--- config.mk ---
export PLATFORM = sky130hd
export DESIGN_NAME = rtc_gen_flat
export DESIGN_NICKNAME = d
export VERILOG_FILES = /design/src/rtl/rtc_gen_pkg.sv /design/src/rtl/rtc_gen_if.sv /design/src/rtl/rtc_gen_div.sv /design/src/rtl/rtc_gen.sv /design/src/flat_wrapper.sv
export SDC_FILE = /design/constraint.sdc
export NUM_CORES = 1
export LEC_CHECK = 0
export CORE_MARGIN = 2
export CORE_UTILIZATION = 35
export CTS_CLUSTER_DIAMETER = 150
export DETAILED_ROUTE_END_ITERATION = 7
export SYNTH_ARGS = -nofsm -noshare
export SYNTH_HDL_FRONTEND = slang
export SYNTH_HIERARCHICAL = 1
export SYNTH_SLANG_ARGS = --single-unit
--- constraint.sdc ---
create_clock -name clk -period 4.67 [get_ports clk]
set_input_delay 0.467 -clock clk [delete_from_list [all_inputs] [get_ports clk]]
set_output_delay 0.467 -clock clk [all_outputs]
set_load 0.02 [all_outputs]
--- src/rtl/rtc_gen_pkg.sv ---
// Shared register map, CTRL bit positions and DIV field bounds for the
// real-time clock generator.
package rtc_gen_pkg;

    typedef enum logic [1:0] {
        RegCtrl  = 2'd0,
        RegDiv   = 2'd1,
        RegTicks = 2'd2,
        RegCount = 2'd3
    } reg_e;

    localparam int unsigned CtrlEnBit  = 0;
    localparam int unsigned CtrlClrBit = 1;

    localparam int unsigned IntLsb  = 0;
    localparam int unsigned IntMsb  = 15;
    localparam int unsigned FracLsb = 16;
    localparam int unsigned FracMsb = 31;

    localparam int unsigned FieldW = 16;

    // INT=0 behaves as INT=1.
    function automatic logic [FieldW-1:0] max1(input logic [FieldW-1:0] v);
        return (v == '0) ? FieldW'(1) : v;
    endfunction

endpackage

--- src/rtl/rtc_gen_if.sv ---
// Simple valid/ready register bus used to program the RTC generator.
interface rtc_gen_if #(
    parameter int unsigned ADDR_W = 16,
    parameter int unsigned DATA_W = 32
);
    logic                  valid;
    logic [ADDR_W-1:0]     address;
    logic [DATA_W-1:0]     wdata;
    logic [DATA_W/8-1:0]   wstrb;
    logic [DATA_W-1:0]     rdata;
    logic                  ready;

    modport master (
        output valid, address, wdata, wstrb,
        input  rdata, ready
    );

    modport slave (
        input  valid, address, wdata, wstrb,
        output rdata, ready
    );
endinterface

--- src/rtl/rtc_gen_div.sv ---
// Fractional half-period divider: COUNT/ACC/rt_clk datapath plus tick counter.
module rtc_gen_div
    import rtc_gen_pkg::*;
#(
    parameter logic [FieldW-1:0] CountRst = 16'd1
) (
    input  logic              clk,
    input  logic              rst,
    input  logic              en_i,
    input  logic              clr_i,
    input  logic [FieldW-1:0] int_i,
    input  logic [FieldW-1:0] frac_i,
    input  logic [FieldW-1:0] clr_int_i,
    output logic              rt_clk_o,
    output logic              rt_tick_o,
    output logic [FieldW-1:0] count_o,
    output logic [31:0]       ticks_o
);

    // One extra bit so that INT=0xFFFF plus a carry still fits.
    logic [FieldW:0]   count_q, count_d;
    logic [FieldW-1:0] acc_q, acc_d;
    logic              rt_clk_q, rt_clk_d;
    logic              rt_tick_q, rt_tick_d;
    logic [31:0]       ticks_q, ticks_d;
    logic [FieldW:0]   acc_sum;

    assign acc_sum = {1'b0, acc_q} + {1'b0, frac_i};

    always_comb begin
        count_d   = count_q;
        acc_d     = acc_q;
        rt_clk_d  = rt_clk_q;
        rt_tick_d = 1'b0;
        ticks_d   = ticks_q;
        if (clr_i) begin
            count_d  = {1'b0, max1(clr_int_i)};
            acc_d    = '0;
            rt_clk_d = 1'b0;
            ticks_d  = '0;
        end else if (en_i) begin
            if (count_q <= (FieldW+1)'(1)) begin
                rt_clk_d = ~rt_clk_q;
                acc_d    = acc_sum[FieldW-1:0];
                count_d  = {1'b0, max1(int_i)} + {{FieldW{1'b0}}, acc_sum[FieldW]};
                if (!rt_clk_q) begin
                    rt_tick_d = 1'b1;
                    ticks_d   = ticks_q + 32'd1;
                end
            end else begin
                count_d = count_q - (FieldW+1)'(1);
            end
        end
    end

    always_ff @(posedge clk or posedge rst) begin
        if (rst) begin
            count_q   <= {1'b0, CountRst};
            acc_q     <= '0;
            rt_clk_q  <= 1'b0;
            rt_tick_q <= 1'b0;
            ticks_q   <= '0;
        end else begin
            count_q   <= count_d;
            acc_q     <= acc_d;
            rt_clk_q  <= rt_clk_d;
            rt_tick_q <= rt_tick_d;
            ticks_q   <= ticks_d;
        end
    end

    assign rt_clk_o  = rt_clk_q;
    assign rt_tick_o = rt_tick_q;
    assign count_o   = count_q[FieldW-1:0];
    assign ticks_o   = ticks_q;

endmodule

--- src/rtl/rtc_gen.sv ---
// Real-time clock generator: register decode around the fractional divider.
module rtc_gen
    import rtc_gen_pkg::*;
#(
    parameter int unsigned ADDR_W  = 16,
    parameter int unsigned DATA_W  = 32,
    parameter logic [31:0] DIV_RST = 32'hE10005F5,
    parameter logic        EN_RST  = 1'b1
) (
    input  logic     clk,
    input  logic     rst,
    rtc_gen_if.slave bus,
    output logic     rt_clk,
    output logic     rt_tick
);

    logic              en_q, en_d;
    logic [31:0]       div_q, div_d;
    logic              ready_q, ready_d;
    logic              wr_en, ctrl_we, div_we, clr;
    reg_e              sel;
    logic [31:0]       rdata_w;
    logic [FieldW-1:0] count;
    logic [31:0]       ticks;
    logic              unused_addr;

    assign sel         = reg_e'(bus.address[3:2]);
    assign unused_addr = ^bus.address;
    assign wr_en       = bus.valid && (|bus.wstrb);
    assign ctrl_we     = wr_en && (sel == RegCtrl);
    assign div_we      = wr_en && (sel == RegDiv);
    assign clr         = ctrl_we && bus.wdata[CtrlClrBit];

    always_comb begin
        en_d    = en_q;
        div_d   = div_q;
        ready_d = bus.valid;
        if (ctrl_we) en_d = bus.wdata[CtrlEnBit];
        if (div_we)  div_d = bus.wdata[31:0];
    end

    always_ff @(posedge clk or posedge rst) begin
        if (rst) begin
            en_q    <= EN_RST;
            div_q   <= DIV_RST;
            ready_q <= 1'b0;
        end else begin
            en_q    <= en_d;
            div_q   <= div_d;
            ready_q <= ready_d;
        end
    end

    always_comb begin
        rdata_w = '0;
        unique case (sel)
            RegCtrl:  rdata_w[CtrlEnBit] = en_q;
            RegDiv:   rdata_w = div_q;
            RegTicks: rdata_w = ticks;
            RegCount: rdata_w[FieldW-1:0] = count;
            default:  rdata_w = '0;
        endcase
    end

    assign bus.rdata = rdata_w;
    assign bus.ready = ready_q;

    // Reload normally uses the live DIV; CLR uses the DIV value as of this edge.
    rtc_gen_div #(
        .CountRst (max1(DIV_RST[IntMsb:IntLsb]))
    ) u_div (
        .clk       (clk),
        .rst       (rst),
        .en_i      (en_q),
        .clr_i     (clr),
        .int_i     (div_q[IntMsb:IntLsb]),
        .frac_i    (div_q[FracMsb:FracLsb]),
        .clr_int_i (div_d[IntMsb:IntLsb]),
        .rt_clk_o  (rt_clk),
        .rt_tick_o (rt_tick),
        .count_o   (count),
        .ticks_o   (ticks)
    );

endmodule

--- src/flat_wrapper.sv ---
// flat-port wrapper written by rule: the top's interface ports become plain ports
module rtc_gen_flat import rtc_gen_pkg::*;
#(
    parameter int unsigned ADDR_W  = 16,
    parameter int unsigned DATA_W  = 32,
    parameter logic [31:0] DIV_RST = 32'hE10005F5,
    parameter logic        EN_RST  = 1'b1
)
  (clk, rst, rt_clk, rt_tick, bus_valid, bus_address, bus_wdata, bus_wstrb, bus_rdata, bus_ready);
  rtc_gen_if #(.ADDR_W(ADDR_W), .DATA_W(DATA_W)) bus_i ();
  input  logic clk;
  input  logic rst;
  output logic rt_clk;
  output logic rt_tick;
  input wire logic [$bits(bus_i.valid)-1:0] bus_valid;
  input wire logic [$bits(bus_i.address)-1:0] bus_address;
  input wire logic [$bits(bus_i.wdata)-1:0] bus_wdata;
  input wire logic [$bits(bus_i.wstrb)-1:0] bus_wstrb;
  output wire logic [$bits(bus_i.rdata)-1:0] bus_rdata;
  output wire logic [$bits(bus_i.ready)-1:0] bus_ready;
  assign bus_i.valid = bus_valid;
  assign bus_i.address = bus_address;
  assign bus_i.wdata = bus_wdata;
  assign bus_i.wstrb = bus_wstrb;
  assign bus_rdata = bus_i.rdata;
  assign bus_ready = bus_i.ready;
  rtc_gen #(.ADDR_W(ADDR_W), .DATA_W(DATA_W), .DIV_RST(DIV_RST), .EN_RST(EN_RST)) u_core (.clk(clk), .rst(rst), .bus(bus_i), .rt_clk(rt_clk), .rt_tick(rt_tick));
endmodule
==> out/qor.yml <==
logic_synthesis:
  synth_mux_area_share_pct: 8.64
  ys.warnings.count: 6
  ys_types: 56
  synth_ff_type: "dfrtp_1"
  synth-simple-area-share_pct: 20.1
  netlist_area_um2: 6650
  synth-compound-area-share_pct: 14.6
  postSynth.asyncResetShare_pct: 100
  syn_inst: 707
  synth-edff-count: 0
  synth_top_family_by_area: "simple AND/OR/NAND/NOR gates"
  synth_xor_area_share_pct: 7.38
  ys_seq_area_share_pct: 38.4
  synth-adder-area-share_pct: 5.19
  ys_ff_latch: 101
  avgSynthCellArea_um2: 9.40
  syn-num-nets: 789
finish:
  syn_to_final_growth_pct: 16.7
  mostFrequentLayoutCells: "nor2_1 (87), dfrtp_1 (80), clkdlybuf4s50_1 (75)"
  drive_gt1_share_pct: 11.8
  utilization_pct: 41.6
  nNetsFinal: 834
  final_common_cell: "nor2_1"
  n_antenna_cell: 0
routing:
  drc: 0
  drt-initial-drc-count: 544
  drt-vias-per-instance: 5.46
  drtAntennaViolNets: 0
  vias: 5412
  wirelength_um: 17600
  avgRoutedWirePerCell_um: 17.8
  first_pass_iters: 8
min_path:
  whs_path_depth: 2
  hp-start: "u_core/u_div/acc_q[4]$_DFFE_PP0P_"
  hp-class: "flip-flop to flip-flop"
  worstHoldEndpoint: "u_core/u_div/acc_q[4]$_DFFE_PP0P_"
sta:
  fin_skew_ns: 0.0123
  setup_slack_ns: 0.821
  tns_ns: 0
  hold_violations: 0
  fin_crit_ns: 3.85
  max_slew_margin_pct: 32.1
  worstMarginPinSlew_ns: 1.02
  fin_crit_sh_pct: 82.4
  fmax_ghz: 0.260
  setup_viol: 0
  grt_setup_unrepaired: "false"
  drv_slew: 0
floorplan:
  ios: 90
  die_y_um: 142
  core-area_um2: 18600
  die_w_um: 142
  die_area_um2: 20100
  rows: 50
  start_util_pct: 35.7
power:
  vdd_ir_drop_max_mv: 0.172
  p_leak_nw: 3.41
  p_per_area_nw_per_um2: 394
  power_w: 0.00306
worst_setup_path:
  cp.required_ns: 4.94
  critPathKind: "flip-flop to flip-flop"
  reg2regPathDepth: 18
  endpoint_kind: "flip-flop"
  path_max_fanout: 5
  arrival_ns: 4.12
  rrSetupSlack_ns: 0.82
  start_kind: "flip-flop"
  r2r_start: "u_core/div_q[16]$_DFFE_PP0P_"
  r2r_end: "u_core/u_div/count_q[8]$_DFFE_PP1P_"
cts:
  htree_levels: 3
  numCtsBuffers: 9
  cts_setup_buffers: 0
  cts_sinks: 101
  cts_buffer_depth: 2
  tritoncts: "yes"
  cts_resized: 0
  cts-hold-fix-buffers: 0
  clk_pin_slew_ns: 0.07
  cts_root_buffer: "clkbuf_16"
  clk_latency_ns: 0.36
global_routing:
  grt-ovfl-total: 0
  grt_pass1_wl_um: 28900
  gr-max-usage-layer: "met2"
  use_met1_pct: 26.2
  antenna_found_initial: 0
  met3_usage_pct: 3.34
  grt_max_degree: 46
  grt_use_total_pct: 18.4
  first_global_vias: 5289
  gr-usage-met2_pct: 28.4
placement:
  gp_congestion: 0.852
  place_ws_ns: 0.882
  port_buffers: 75
  post-dp-hpwl_um: 12500
flow_run:
  cap_viol_max_count: 0
outcome:
  status: "completed"
[flip-flops by register name, summed over array words and instances, names as in the netlist]
name                    flops
u_core/div_q               32
u_core/u_div/rt_tick_o      1
u_core/u_div/acc_q         16
u_core/u_div/rt_clk_o       1
u_core/u_div/ticks_o       32
u_core/bus.ready            1
u_core/en_q                 1
u_core/u_div/count_q       17
[area by class of cell]
cell class,instances,area (µm²)
tap,234,293
timing repair buffer,83,811
sequential,101,2550
fill,1868,10900
multi-input combinational,539,3730
inverter,18,67.6
clock buffer,12,256
clock inverter,4,47.5
[logic make-up (layout without fill, tap and decap cells)]
| group | Yosys count | count (layout) |
|---|---|---|
| compound gates | 147 | 147 |
| xor+xnor | 56 | 56 |
| fa+ha+maj | 27 | 27 |
| buf+inv | 67 | 117 |
| flops | 101 | 101 |
| mux | 42 | 42 |
| simple gates | 267 | 267 |
[per-layer routing]
layer | wire length [µm] | share of wire, % | up-vias
met5 | 0 | 0 | -
met4 | 309 | 1.8 | 0
met3 | 730 | 4.1 | 22
met2 | 7940 | 45 | 125
met1 | 8630 | 49 | 2652
li1 | - | - | 2613
[power breakdown]
| group | internal (W) | switching (W) | leakage [nW] |
|---|---|---|---|
| registers | 0.00108 | 0.000245 | 1.27 |
| logic | 0.000468 | 0.000491 | 1.99 |
| clock network | 0.000443 | 0.000333 | 0.149 |
| total | 0.00199 | 0.00107 | 3.41 |
[worst max-delay path by stage]
stage | depth (start not counted) | endpoint | start | slack (ns)
after floorplan | 15 | u_core/u_div/count_q[14]$_DFFE_PP0P_ | u_core/div_q[24]$_DFFE_PP1P_ | 1.56
after global placement | 18 | u_core/u_div/count_q[8]$_DFFE_PP1P_ | u_core/div_q[16]$_DFFE_PP0P_ | 0.94
after detailed placement | 18 | u_core/u_div/count_q[8]$_DFFE_PP1P_ | u_core/div_q[16]$_DFFE_PP0P_ | 0.88
after CTS | 18 | u_core/u_div/count_q[8]$_DFFE_PP1P_ | u_core/div_q[16]$_DFFE_PP0P_ | 0.84
after global routing | 18 | u_core/u_div/count_q[8]$_DFFE_PP1P_ | u_core/div_q[16]$_DFFE_PP0P_ | 0.41
final | 18 | u_core/u_div/count_q[8]$_DFFE_PP1P_ | u_core/div_q[16]$_DFFE_PP0P_ | 0.82
[synthesized netlist by cell type, types with 9 or more instances]
cell	instances	area (µm²)
and3_1	11	68.8
xnor2_1	24	210
nor2b_1	20	125
a22oi_1	17	128
buf_4	16	120
a21o_1	9	67.6
nand4_1	10	62.6
nand2_1	62	233
inv_1	17	63.8
dfstp_2	21	552
xor2_1	32	280
o21ai_0	20	100
mux2_4	30	450
dfrtp_1	80	2000
o21ai_1	14	70.1
nor2_1	88	330
clkbuf_1	25	93.8
a21oi_1	35	175
nor3_1	18	90.1
mux2i_1	9	90.1
nand3_1	24	120
a222oi_1	16	160
ha_1	26	325
[stage by stage]
step	cell area, µm²	instances	hold WS (ns)
floorplan	6650	707	0.486
global placement	7450	975	0.509
detailed placement	7450	975	0.512
CTS	7760	991	0.530
global route	7760	991	0.541
finish	7760	991	0.528
[critical path, cell delays in order, from the launching register on]
cell	delay, ns
dfrtp_1	0.40
ha_1	0.21
inv_1	0.06
fa_1	0.39
nor2b_1	0.23
o31ai_1	0.15
a21oi_1	0.26
a31oi_1	0.23
o21ai_0	0.22
a21o_1	0.17
ha_1	0.18
ha_1	0.21
nand2_1	0.09
nor2_1	0.33
nand2_1	0.12
xor2_1	0.15
mux2i_1	0.13
mux2i_1	0.08
o21ai_0	0.17
Note: power is estimated with default switching activity, not from simulation.
==> variant 1, RTL diff (same flow settings) <==
`DIV_RST` is set to 32'hE10005F5 in 2 places; all go to 32'h80000000.
--- a/src/rtl/rtc_gen.sv
+++ b/src/rtl/rtc_gen.sv
@@ -6,3 +6,3 @@
     parameter int unsigned DATA_W  = 32,
-    parameter logic [31:0] DIV_RST = 32'hE10005F5,
+    parameter logic [31:0] DIV_RST = 32'h80000000,
     parameter logic        EN_RST  = 1'b1
--- a/src/flat_wrapper.sv
+++ b/src/flat_wrapper.sv
@@ -5,3 +5,3 @@
     parameter int unsigned DATA_W  = 32,
-    parameter logic [31:0] DIV_RST = 32'hE10005F5,
+    parameter logic [31:0] DIV_RST = 32'h80000000,
     parameter logic        EN_RST  = 1'b1
Behaviour: not the same (a bounded check fails within 4 cycles, from zero or initial values and one cycle with rst high).
==> variant 1 against the unedited design <==
Synthesized cell count stayed put. Setup slack worse by 0.030 ns. Largest power group unchanged. Via count is 1.1% higher. Total power is 2.3% lower. Critical path type unchanged. Cell area shrank 0.48%. Combinational power about the same. Area after synthesis decreased by 0.34%. Non-clock buffer count increased by 1. Critical endpoint is now u_core/u_div/count_q[10]. Sequential cell count unchanged. Routed wire length rose by 3.0%. Clock skew shrank 0.0028 ns.
==> variant 1: results (changes against the unedited design) <==
[placed_design]
place_ws_ns=0.855  ; -0.0269 ns
io_buffer_count=75  ; unchanged
place.gp.congestion=0.842  ; -1.1%
place_hpwl_mm=12.7  ; +2.1%
post-place-cells=976  ; +0.10%
dpl-instance-area_um2=7440  ; -0.20%

[power]
power.internal_mw=1.93  ; -3.0%
p_clk_share_pct=25.0  ; -0.4 points
ir_drop_mv=0.156  ; -9.7%
p_sw_share_pct=35.5  ; +0.47 points
power_leakage_nw=3.43  ; +0.62%
powerComb_uw=961  ; about the same

[synth]
synth_nets=789  ; unchanged
syn_inst=707  ; unchanged
yosys_warnings=6  ; unchanged
synthTopCellsByArea=dfrtp_1, mux2_4, nor2_1
synth-edff-count=0  ; unchanged
synth_cell_types=56  ; unchanged
seq_area_frac_synth_pct=38.2  ; -0.21 points
async_flop_share_pct=100  ; unchanged
ys_top_cells_by_count=dfrtp_1, nor2_1, nand2_1

[route]
wire_per_inst_um=18.3  ; +3.1%
wirelength_mm=18.1  ; +3.0%
drt-initial-drc-count=373  ; -31%
via_per_inst=5.53  ; +1.2%
drt_first_pass_iters=8  ; unchanged

[worst_hold_path]
hold_depth=2  ; unchanged
whs_endpoint=u_core/u_div/acc_q[2]
hold_start=u_core/u_div/acc_q[2]
min_path_type=reg -> reg

[global_route]
grt_antenna_before_repair=0  ; unchanged
grt_pass1_wl_mm=29.1  ; +0.62%
grt_max_degree=45  ; -2.2%
grt_pass1_vias=5213  ; -1.4%
track_usage_pct=18.5  ; +0.045 points

[cells_and_area]
n_fill_cell=1825  ; -2.3%
n_antenna_cell=0  ; unchanged
fin_nets=835  ; +0.12%
drive_gt1_share_pct=9.13  ; -2.6 points

[cts]
clk_latency_ns=0.35
htree_levels=3  ; unchanged
numCtsBuffers=9  ; unchanged
clk_pin_slew_ns=0.07  ; about the same
post_cts_buffers=0  ; unchanged
clockRootBuffer=clkbuf_16
postCtsResizedCells=0  ; unchanged
max-clock-path-buffers=2  ; unchanged

[worst_setup_path]
reg2reg_depth=18  ; unchanged
worstPathArrival_ns=4.15  ; +0.03 ns
cp-end-kind=flop
slowest_stage=dfrtp_1
reg2reg_to=u_core/u_div/count_q[10]
crit_fanout=5  ; unchanged
crit_start=u_core/div_q[16]
r2r_slack_ns=0.79  ; -0.03 ns

[timing]
tightestPinTransition_ns=0.886  ; -0.132 ns
hold_ws_ns=0.523  ; -0.00506 ns
clock_skew_ns=0.00945  ; -0.00285 ns
min_period_over_period_pct=83.1  ; +0.64 points

[status]
status=finished clean

## variant 1: cell types whose count changed after synthesis, sizes merged
cell / unedited run / this run
dfrtp: 80 / 98
dfstp: 21 / 3
## variant 1: routing by layer
metal	vias to the layer above	part of all wire [%]	global-route usage [%]	wire length (um)
met4	0	1.4	5.74	260
met3	16	4.7	2.19	857
met5	-	0	0	0
li1	2607	-	-	-
met1	2705	49	27.3	8910
met2	144	45	28.3	8110
## variant 1: cell type report
cell class | count | area (um^2) | share of cell area [%]
multi-input cells | 539 | 3730 | 48.3
flip-flops and latches | 101 | 2530 | 32.8
clock buffers | 12 | 246 | 3.19
clock inverters | 2 | 35.0 | 0.454
repair buffers | 84 | 818 | 10.6
inverters | 18 | 67.6 | 0.875
well taps | 234 | 293 | 3.79
## variant 1: critical path: cells and delay by family (launching register included)
family / cells / cell delay (ns)
AO/OA/AOI/OAI: 8 / 1.43
adder cells (fa/ha/maj): 4 / 0.97
buffers and inverters: 1 / 0.06
XOR/XNOR: 1 / 0.16
flip-flops: 1 / 0.39
AND/OR/NAND/NOR: 4 / 0.79
## variant 1: cells by family (layout without fill, tap and decap cells)
logic type / after synthesis / after routing / synth area share, %
AO/OA/AOI/OAI: 147 / 147 / 14.6
AND/OR/NAND/NOR: 267 / 267 / 20.2
flip-flops: 101 / 101 / 38.2
adder cells (fa/ha/maj): 27 / 27 / 5.21
XOR/XNOR: 56 / 56 / 7.40
multiplexers: 42 / 42 / 8.67
buffers and inverters: 67 / 116 / 5.68
==> variant 2, RTL diff (config.mk and constraints unchanged) <==
Without the edit above. Make the reset (`rst`) synchronous in 2 clocked blocks.
--- a/src/rtl/rtc_gen_div.sv
+++ b/src/rtl/rtc_gen_div.sv
@@ -55,3 +55,3 @@
 
-    always_ff @(posedge clk or posedge rst) begin
+    always_ff @(posedge clk) begin
         if (rst) begin
--- a/src/rtl/rtc_gen.sv
+++ b/src/rtl/rtc_gen.sv
@@ -41,3 +41,3 @@
 
-    always_ff @(posedge clk or posedge rst) begin
+    always_ff @(posedge clk) begin
         if (rst) begin
Formal check against the unedited RTL: differs if rst is asserted again (counterexample within 4 cycles, from zero or initial values and one cycle with rst high); with rst held inactive, the same outputs for 4 cycles.
==> variant 2 against the unedited design <==
The flow now finishes with violations (design-rule violations). Setup slack worse by 0.20 ns. Routed wire length up 9.7%. Non-clock buffer count up 2. Core utilization down 0.089 points. Area after synthesis up 1.6%. Sequential share of layout area down 7.1 points. Clock skew down 0.0028 ns. Cell area up 0.79%. Sequential cell count unchanged. Hold slack worse by 0.067 ns. Final cell count up 13%. Critical path type unchanged. Highest routed layer unchanged.
Power is not compared: it rests on default switching activity, and its combinational part moved more than twofold at a synthesized area within 25%.
==> variant 2: results (changes against the unedited design) <==
[synth]
synthTopCellsByArea=dfxtp_1, mux2i_1, nor2_1
synth_cell_types=68  ; +21%
ys_top_cells_by_count=dfxtp_1, nor2_1, nand2_1
async_flop_share_pct=0  ; -100 points
synth_nets=914  ; +16%
seq_area_frac_synth_pct=29.9  ; -8.5 points

[global_route]
grt.met3_usage_pct=3.29  ; -0.055 points
grt_pass1_vias=5643  ; +6.7%
grt_antenna_before_repair=0  ; unchanged
track_usage_pct=18.9  ; +0.44 points
grtUsageMet2_pct=28.0  ; -0.38 points
grt_max_degree=83  ; +80%
grt_pass1_wl_mm=30.5  ; +5.5%
met1_usage_pct=27.7  ; +1.5 points

[timing]
setup_viol=0  ; unchanged
clock_skew_ns=0.00953  ; -0.00276 ns
slew_headroom_pct=33.2  ; +1.1 points

[cells_and_area]
drive_gt1_share_pct=6.71  ; -5.0 points
fin_nets=942  ; +13%
n_fill_cell=1914  ; +2.5%
n_antenna_cell=0  ; unchanged

[route]
wire_per_inst_um=17.2  ; -3.3%
num_vias=6282  ; +16%
drt-initial-drc-count=691  ; +27%
wl_met1_mm=9.54  ; +11%
drc=2  ; +2
dr_wl_met2_mm=8.12  ; +2.3%
wl_met3_mm=1.31  ; +80%

[job]
maxCapViolCount=0  ; unchanged

[cts]
clockRootBuffer=clkbuf_16
clk_latency_ns=0.35
numCtsBuffers=9  ; unchanged
post_cts_buffers=0  ; unchanged
max-clock-path-buffers=2  ; unchanged
clk_pin_slew_ns=0.07  ; about the same

[placed_design]
place.gp.congestion=0.872  ; +2.4%
io_buffer_count=75  ; unchanged
place_hpwl_mm=14.0  ; +12%

[power]
ir_drop_mv=0.171

[worst_setup_path]
slowest_stage=or4_1
crit_fanout=5  ; unchanged
slowest_delay_ns=0.63  ; +0.23 ns

[status]
status=finished, violations left
violations=design-rule violations

-- variant 2: area by class of cell --
type,instances,area share (%)
Timing Repair Buffer,85,10.5
Tap cell,260,4.16
Clock inverter,5,0.768
Sequential cell,101,25.9
Inverter,21,1.01
Clock buffer,10,3.06
Multi-Input combinational cell,642,54.7
-- variant 2: kinds of logic (layout without fill, tap and decap cells) --
| family | after synthesis | count (layout) | synth area share, % |
|---|---|---|---|
| simple gates | 344 | 344 | 26.2 |
| mux | 54 | 54 | 8.75 |
| buf+inv | 89 | 121 | 6.84 |
| xor+xnor | 42 | 42 | 5.45 |
| compound gates | 175 | 175 | 17.7 |
| fa+ha+maj | 27 | 27 | 5.11 |
| flops | 101 | 101 | 29.9 |
-- variant 2: power by group --
part	switching [mW]	internal (mW)	leakage [nW]
sequential	0.0330	0.878	0.818
clock	0.340	0.429	0.145
combinational	0.135	0.124	1.72
-- variant 2: metrics by stage --
step | hold slack, ns | worst slack [ns] | cell area [um^2] | total power [mW] | cells
floorplan | 0.436 | 1.30 | 6750 | 1.09 | 832
global placement | 0.444 | 0.662 | 7520 | 1.19 | 1109
detailed placement | 0.451 | 0.629 | 7520 | 1.19 | 1109
CTS | 0.462 | 0.611 | 7820 | 1.96 | 1124
global route | 0.477 | 0.280 | 7820 | 2.03 | 1124
finish | 0.461 | 0.618 | 7820 | 1.94 | 1124
-- variant 2: final timing paths --
kind                                             from                        to  slack, ns  cells after the start
worst max register to register       u_core/div_q[16]  u_core/u_div/count_q[12]       0.62                     16
worst min register to register  u_core/u_div/acc_q[4]     u_core/u_div/acc_q[4]       0.46                      2
worst min-delay path            u_core/u_div/acc_q[4]     u_core/u_div/acc_q[4]       0.46                      2
worst max-delay path                 u_core/div_q[16]  u_core/u_div/count_q[12]       0.62                     16
